## src/rtl/cms_multi_range_tracer.sv

```systemverilog
// Purpose: filtered retire-port trace capture {pc, instr} into a FWFT buffer, drained over AXI-Stream.
// Latency: candidate written at the retire edge, M_AXIS_tvalid rises one cycle later.
// Backpressure: tready low holds the head beat; a full buffer drops new candidates and counts them.
module cms_multi_range_tracer #(
    parameter int          XLEN                                = 64,
    parameter int          NUM_RANGES                          = 4,
    parameter int          FIFO_DEPTH                          = 16,
    parameter logic [31:0] WFI_INSTR                           = 32'h10500073,
    parameter bit          CTRL_WRITE_ENABLE_POSEDGE_TRIGGERED = 1'b1
) (
    input  logic               clk,
    input  logic               rst,
    input  logic [31:0]        instr,
    input  logic [XLEN-1:0]    pc,
    input  logic               pc_valid,
    output logic               M_AXIS_tvalid,
    input  logic               M_AXIS_tready,
    output logic [XLEN+31:0]   M_AXIS_tdata,
    output logic               M_AXIS_tlast,
    input  logic [31:0]        tlast_interval,
    input  logic [7:0]         ctrl_addr,
    input  logic [63:0]        ctrl_wdata,
    input  logic               ctrl_write_enable,
    output logic [1:0]         state,
    output logic [31:0]        drop_count,
    output logic               wfi_dropped
);

    localparam int AW = $clog2(FIFO_DEPTH);
    localparam int DW = XLEN + 33;

    typedef enum logic [1:0] {S_IDLE, S_WAIT_START, S_TRACING, S_STOPPED} state_t;

    // ---------------- control write strobe ----------------
    logic        we_q, we_qq;
    logic [7:0]  addr_q;
    logic [63:0] wdata_q;
    logic        wr_fire;
    logic [7:0]  wr_addr;
    logic [63:0] wr_data;
    logic        ctrl_sel;

    // Delay strobe/address/data so a rising edge fires one cycle after it is seen.
    always_ff @(posedge clk) begin
        if (rst) begin
            we_q    <= 1'b0;
            we_qq   <= 1'b0;
            addr_q  <= '0;
            wdata_q <= '0;
        end else begin
            we_q    <= ctrl_write_enable;
            we_qq   <= we_q;
            addr_q  <= ctrl_addr;
            wdata_q <= ctrl_wdata;
        end
    end

    assign wr_fire  = CTRL_WRITE_ENABLE_POSEDGE_TRIGGERED ? (we_q & ~we_qq) : ctrl_write_enable;
    assign wr_addr  = CTRL_WRITE_ENABLE_POSEDGE_TRIGGERED ? addr_q  : ctrl_addr;
    assign wr_data  = CTRL_WRITE_ENABLE_POSEDGE_TRIGGERED ? wdata_q : ctrl_wdata;
    assign ctrl_sel = wr_fire && (wr_addr == 8'h00);

    // ---------------- configuration registers ----------------
    logic [1:0]      trig_cfg;
    logic [XLEN-1:0] start_addr, stop_addr;
    logic [XLEN-1:0] rng_lo [NUM_RANGES];
    logic [XLEN-1:0] rng_hi [NUM_RANGES];
    logic [2:0]      rng_cfg [NUM_RANGES];

    // Register file writes; unmapped addresses fall through untouched.
    always_ff @(posedge clk) begin
        if (rst) begin
            trig_cfg   <= '0;
            start_addr <= '0;
            stop_addr  <= '0;
            for (int i = 0; i < NUM_RANGES; i++) begin
                rng_lo[i]  <= '0;
                rng_hi[i]  <= '1;
                rng_cfg[i] <= '0;
            end
        end else if (wr_fire) begin
            if (wr_addr == 8'h01) trig_cfg   <= wr_data[1:0];
            if (wr_addr == 8'h02) start_addr <= wr_data[XLEN-1:0];
            if (wr_addr == 8'h03) stop_addr  <= wr_data[XLEN-1:0];
            for (int i = 0; i < NUM_RANGES; i++) begin
                if (wr_addr == 8'(16 + 4 * i)) rng_lo[i]  <= wr_data[XLEN-1:0];
                if (wr_addr == 8'(17 + 4 * i)) rng_hi[i]  <= wr_data[XLEN-1:0];
                if (wr_addr == 8'(18 + 4 * i)) rng_cfg[i] <= wr_data[2:0];
            end
        end
    end

    // ---------------- range filter ----------------
    logic [NUM_RANGES-1:0] rng_act, rng_hit, rng_exc;
    logic                  pass;

    // A range with a disabled bound is open on that side; lo>hi can never hit.
    always_comb begin
        rng_act = '0;
        rng_hit = '0;
        rng_exc = '0;
        for (int i = 0; i < NUM_RANGES; i++) begin
            rng_act[i] = rng_cfg[i][0] | rng_cfg[i][1];
            rng_exc[i] = rng_cfg[i][2];
            rng_hit[i] = rng_act[i]
                       & (~rng_cfg[i][0] | (pc >= rng_lo[i]))
                       & (~rng_cfg[i][1] | (pc <= rng_hi[i]));
        end
        pass = (~|(rng_act & ~rng_exc) | |(rng_hit & ~rng_exc)) & ~|(rng_hit & rng_exc);
    end

    // ---------------- trigger state machine ----------------
    state_t state_q, state_d;
    logic   start_hit, wfi_hit;

    // State register.
    always_ff @(posedge clk) begin
        if (rst) state_q <= S_IDLE;
        else     state_q <= state_d;
    end

    // Control writes win over trigger matches in the same cycle.
    always_comb begin
        state_d   = state_q;
        start_hit = 1'b0;
        wfi_hit   = 1'b0;
        if (wr_fire) begin
            if (ctrl_sel) begin
                if (!wr_data[0])
                    state_d = S_IDLE;
                else if (state_q == S_IDLE || state_q == S_STOPPED)
                    state_d = trig_cfg[0] ? S_WAIT_START : S_TRACING;
            end
        end else if (pc_valid) begin
            case (state_q)
                S_WAIT_START: begin
                    if (pc == start_addr) begin
                        start_hit = 1'b1;
                        state_d   = S_TRACING;
                    end
                end
                S_TRACING: begin
                    if (instr == WFI_INSTR) begin
                        wfi_hit = 1'b1;
                        state_d = S_STOPPED;
                    end else if (trig_cfg[1] && pc == stop_addr) begin
                        state_d = S_STOPPED;
                    end
                end
                default: ;
            endcase
        end
    end

    assign state = state_q;

    // ---------------- capture buffer ----------------
    logic [DW-1:0] mem [FIFO_DEPTH];
    logic [AW:0]   wr_ptr, rd_ptr;
    logic [31:0]   beat_cnt;
    logic          empty, full, cand, push, pop, drop, beat_last;

    assign empty     = (wr_ptr == rd_ptr);
    assign full      = (wr_ptr[AW] != rd_ptr[AW]) && (wr_ptr[AW-1:0] == rd_ptr[AW-1:0]);
    assign cand      = pc_valid & pass & ((state_q == S_TRACING) | start_hit);
    assign push      = cand & ~full;
    assign drop      = cand & full;
    assign pop       = ~empty & M_AXIS_tready;
    assign beat_last = wfi_hit | ((tlast_interval != 32'd0) && (beat_cnt == tlast_interval - 32'd1));

    // Entry storage; contents are don't-care until the write pointer covers them.
    always_ff @(posedge clk) begin
        if (push) mem[wr_ptr[AW-1:0]] <= {pc, instr, beat_last};
    end

    // Pointers, beat counter and drop accounting.
    always_ff @(posedge clk) begin
        if (rst) begin
            wr_ptr      <= '0;
            rd_ptr      <= '0;
            beat_cnt    <= '0;
            drop_count  <= '0;
            wfi_dropped <= 1'b0;
        end else begin
            if (push) begin
                wr_ptr   <= wr_ptr + 1'b1;
                beat_cnt <= beat_last ? 32'd0 : beat_cnt + 32'd1;
            end
            if (pop) rd_ptr <= rd_ptr + 1'b1;
            if (ctrl_sel && wr_data[1]) begin
                drop_count  <= '0;
                wfi_dropped <= 1'b0;
            end else if (drop) begin
                if (drop_count != 32'hFFFF_FFFF) drop_count <= drop_count + 32'd1;
                if (wfi_hit) wfi_dropped <= 1'b1;
            end
        end
    end

    assign M_AXIS_tvalid = ~empty;
    assign M_AXIS_tdata  = mem[rd_ptr[AW-1:0]][DW-1:1];
    assign M_AXIS_tlast  = ~empty & mem[rd_ptr[AW-1:0]][0];

endmodule

```

## config.mk

```make
export PLATFORM = sky130hd
export DESIGN_NAME = cms_multi_range_tracer
export DESIGN_NICKNAME = d
export VERILOG_FILES = /design/src/rtl/cms_multi_range_tracer.sv
export SDC_FILE = /design/constraint.sdc
export NUM_CORES = 2
export LEC_CHECK = 0
export CORE_UTILIZATION = 40
export CTS_CLUSTER_DIAMETER = 100
export DETAILED_ROUTE_END_ITERATION = 8
export GPL_ROUTABILITY_DRIVEN = 0
export PLACE_DENSITY_LB_ADDON = 0.05
export SKIP_LAST_GASP = 1
export SLEW_MARGIN = 10
export SYNTH_ARGS = -nofsm -noshare
export SYNTH_HDL_FRONTEND = slang
export SYNTH_SLANG_ARGS = --single-unit
```

## constraint.sdc

```tcl
create_clock -name clk -period 12.45 [get_ports clk]
set_input_delay 2.49 -clock clk [delete_from_list [all_inputs] [get_ports clk]]
set_output_delay 2.49 -clock clk [all_outputs]
set_load 0.05 [all_outputs]
```

==> impl_results.md <==
* Min Tclk post-route at 8507 ps
* Worst Hold Class: reg2reg
* Via/cell ratio at 5.454
* HP Start: stop_addr[17]$_SDFFE_PP0P_
* Metal-1 WL at 132,900 µm
* DRC at 0
* Input/output buffers at 337
* Hpwl dp at 181,000 µm
* CTS root buffer: clkbuf_16
* Prevailing post-synth register cell: edfxtp_1
* Initial antenna violation count at 23
* H-tree depth at 5
* Syn nets at 7,531
* Leakage power at 41.63 nW
* Setup WS post-layout at 3943 ps
* Sw frac at 21.62%
* Comb power frac at 4.2%
* Area delta synth->final at 16.28%
* Fraction of layout instances using a drive strength above 1 at 14.40%
* Worst slack at placement at 2993 ps
* Grt ovf at 0
* Clock buffer depth at 4
* # nets final at 8,051
* EDFF count, synth at 2,076
* ANT nets after route at 0
* Async set-reset flop share out of synthesis at 0%
* Floorplan core area at 257,400 µm²
* Largest net degree at the start of global routing at 131
* Hold WS at 456.6 ps
* R2r worst-path depth at 13
* Drt pass-1 iters at 8
* CTS tree: yes
* Period utilization at 68.33%
* Worst Setup End Kind: register
* Peak Freq at 117.6 MHz
* Highest-count cells in the layout ignoring fill and taps: edfxtp_1 (2,076), inv_1 (548), ha_1 (522)
* Initial DRC Count at 4,780
* Top layer in use: met5
* Worst slew pin tran at 1371 ps
* Setup TNS at 0 ps
* GRT Total Usage at 23.03%
* # Post-CTS Setup Buffers at 0
* Syn avg cell area at 15.26 µm²
* Pins Over Slew Limit at 0
* PD cells at 142.4 nW/µm²
* Internal power at 13.47 mW
* Clk Latency, worst-skew pair at 940 ps
* Routed Wire Length at 301,600 µm
* WL/cell at 27.65 µm
* Synth cell types at 74
* Worst setup SP type: input pin
* I/O pin cnt at 338
* CTS buffer count at 282
* Die area at 261,600 µm²
* Clock transition time at the flip-flop clock pins of the worst setup and hold paths at 60 ps
* Met3 WL post-DR at 13,100 µm
* Vias in the first global route at 61,040
* #FFs+latches synth at 2,361
* Clock power frac at 45.1%
* Required @ worst endpoint at 12,980 ps
* Min-Delay Path Depth at 2
* Final Hold Fails at 0
* Vias at 59,480
* Final Setup Violations at 0
* Met2 wire len at 147,100 µm
* Worst R2R Start: rng_hi[2][59]$_SDFFCE_PN1P_
* Most common cell after layout, fill and taps aside: edfxtp_1
* Final core utilization at 46.90%
* P_sw at 3.716 mW
* Worst Clk Skew at 78.90 ps
* Max-Cap Viols at 0
* Seq/Total Area, Yosys at 65.55%
* Overall Power at 17.19 mW
* R2R Path End: mem[6][5]$_DFFE_PP_
* Cell Area, Synth at 103,800 µm²
* Outcome: completed
* Row Count at 186
* Die Width at 511.4 µm
* Hold Path Sink: stop_addr[17]$_SDFFE_PP0P_
* Rel. slew slack at 7.752%
* RSZ-0062 raised after global routing: false
* Clock sinks at 2,361
* Crit-path max FO at 45
* Post-CTS Resized at 0
* Worst vdd ir at 0.1491 mV
* Sequential Power Share at 50.7%
* CTS Hold Buffers Added at 0
* DIE HEIGHT at 511.4 µm
* Initial cell density of the core at 40.33%
* Setup CP Type: in2reg
* Global-route wire length before repair at 435,500 µm
* Final-layout fill cell count at 22,350
* Post-Syn Instances at 6,804
* Critical Path AT at 9040 ps
* Reg2Reg Setup Slack at 6120 ps
* Yosys warns at 0
[how the worst max path moves through the flow]
stage          depth (start not counted)  startpoint                    to
4_1_cts                               15       pc[0]   mem[6][5]$_DFFE_PP_
3_3_place_gp                          15      pc[63]  mem[6][89]$_DFFE_PP_
5_1_grt                               15       pc[0]   mem[6][5]$_DFFE_PP_
2_1_floorplan                         12       pc[5]   mem[3][0]$_DFFE_PP_
3_5_place_dp                          15       pc[0]  mem[6][90]$_DFFE_PP_
6_report                              15       pc[0]   mem[6][5]$_DFFE_PP_
[power groups by stage]
stage	logic, mW	clock network [mW]	registers, mW
after global routing	0.787	8.24	8.72
after global placement	0.711	0	8.89
after floorplan	0.321	0	8.84
after CTS	0.729	7.94	8.72
after detailed placement	0.726	0	8.89
final	0.719	7.75	8.72
[flip-flops by register name, indices dropped and copies added (netlist names), 2 cells and up, named ones only]
name / flops
addr_q: 8
beat_cnt: 32
drop_count: 32
mem: 1552
rd_ptr: 5
rng_cfg: 12
rng_hi: 256
rng_lo: 256
start_addr: 64
state: 2
stop_addr: 64
trig_cfg: 2
wdata_q: 64
wr_ptr: 5
[stage by stage]
step,cells,cell area (µm²)
after floorplan,6804,103800
after global placement,10420,112100
after detailed placement,10420,112200
after CTS,10900,120700
after global routing,10900,120700
final,10910,120700
[per-layer routing]
metal	global-route usage [%]	up-vias
li1	-	26840
met1	31.26	30740
met2	38.74	1474
met3	2.898	414
met4	6.625	6
met5	0	-
[critical path, stage by stage]
cell	delay, ps
clkdlybuf4s50_1	1110
inv_1	580
ha_1	430
nand2b_1	140
a2111oi_0	440
nor4_1	90
o21ai_0	400
a21oi_1	130
nor4_1	370
o31ai_1	120
a221o_1	390
nor4_4	280
buf_4	400
and3_4	950
buf_4	600
[cell families after synthesis]
group | synth area share (%)
buffers and inverters | 2.941
flip-flops | 65.55
AO/OA/AOI/OAI | 4.170
multiplexers | 10.65
adder cells (fa/ha/maj) | 6.291
AND/OR/NAND/NOR | 9.026
XOR/XNOR | 1.375
[cell type report]
| type | instances | area, µm² | area share [%] |
|---|---|---|---|
| flip-flops and latches | 2361 | 68060 | 56.38 |
| clock inverters | 94 | 745.7 | 0.6177 |
| clock buffers | 380 | 7775 | 6.441 |
| well taps | 3384 | 4234 | 3.507 |
| repair buffers | 495 | 4772 | 3.953 |
| multi-input cells | 3636 | 33050 | 27.38 |
| diodes | 8 | 20.02 | 0.01658 |
| inverters | 548 | 2057 | 1.704 |
[synth_stat cells, types with 5 or more instances]
| library cell | number | share of area (%) |
|---|---|---|
| nor3_1 | 64 | 0.31 |
| ha_1 | 522 | 6.3 |
| and4_1 | 14 | 0.12 |
| mux4_2 | 484 | 11 |
| nand4_1 | 138 | 0.83 |
| o41ai_1 | 9 | 0.076 |
| or4_1 | 19 | 0.14 |
| nor2_1 | 109 | 0.39 |
| nand3_1 | 92 | 0.44 |
| nor2b_1 | 113 | 0.68 |
| dfxtp_1 | 285 | 5.5 |
| nor3b_1 | 5 | 0.036 |
| o22ai_1 | 7 | 0.042 |
| a221o_1 | 6 | 0.058 |
| nor4_1 | 64 | 0.39 |
| xor2_1 | 95 | 0.80 |
| nor4_2 | 5 | 0.060 |
| a22oi_1 | 5 | 0.036 |
| o21ai_0 | 133 | 0.64 |
| or4b_1 | 7 | 0.067 |
| and2_1 | 266 | 1.6 |
| and3_1 | 48 | 0.29 |
| nand3b_1 | 7 | 0.051 |
| a31oi_1 | 9 | 0.054 |
| buf_2 | 7 | 0.034 |
| xnor2_1 | 68 | 0.57 |
| a2111oi_0 | 7 | 0.059 |
| edfxtp_1 | 2076 | 60 |
| a221oi_1 | 18 | 0.15 |
| a21o_1 | 38 | 0.27 |
| o31ai_1 | 10 | 0.072 |
| o21bai_1 | 14 | 0.10 |
| o21a_1 | 14 | 0.10 |
| mux2i_1 | 11 | 0.11 |
| inv_1 | 548 | 2.0 |
| clkbuf_1 | 209 | 0.76 |
| a21oi_1 | 395 | 1.9 |
| buf_1 | 41 | 0.15 |
| a211oi_1 | 15 | 0.11 |
| o211ai_1 | 14 | 0.10 |
| or3_1 | 35 | 0.21 |
| or2_2 | 5 | 0.030 |
| nand2_1 | 440 | 1.6 |
| nand2b_1 | 267 | 1.6 |
No activity file was read; power rests on OpenSTA's default activity.
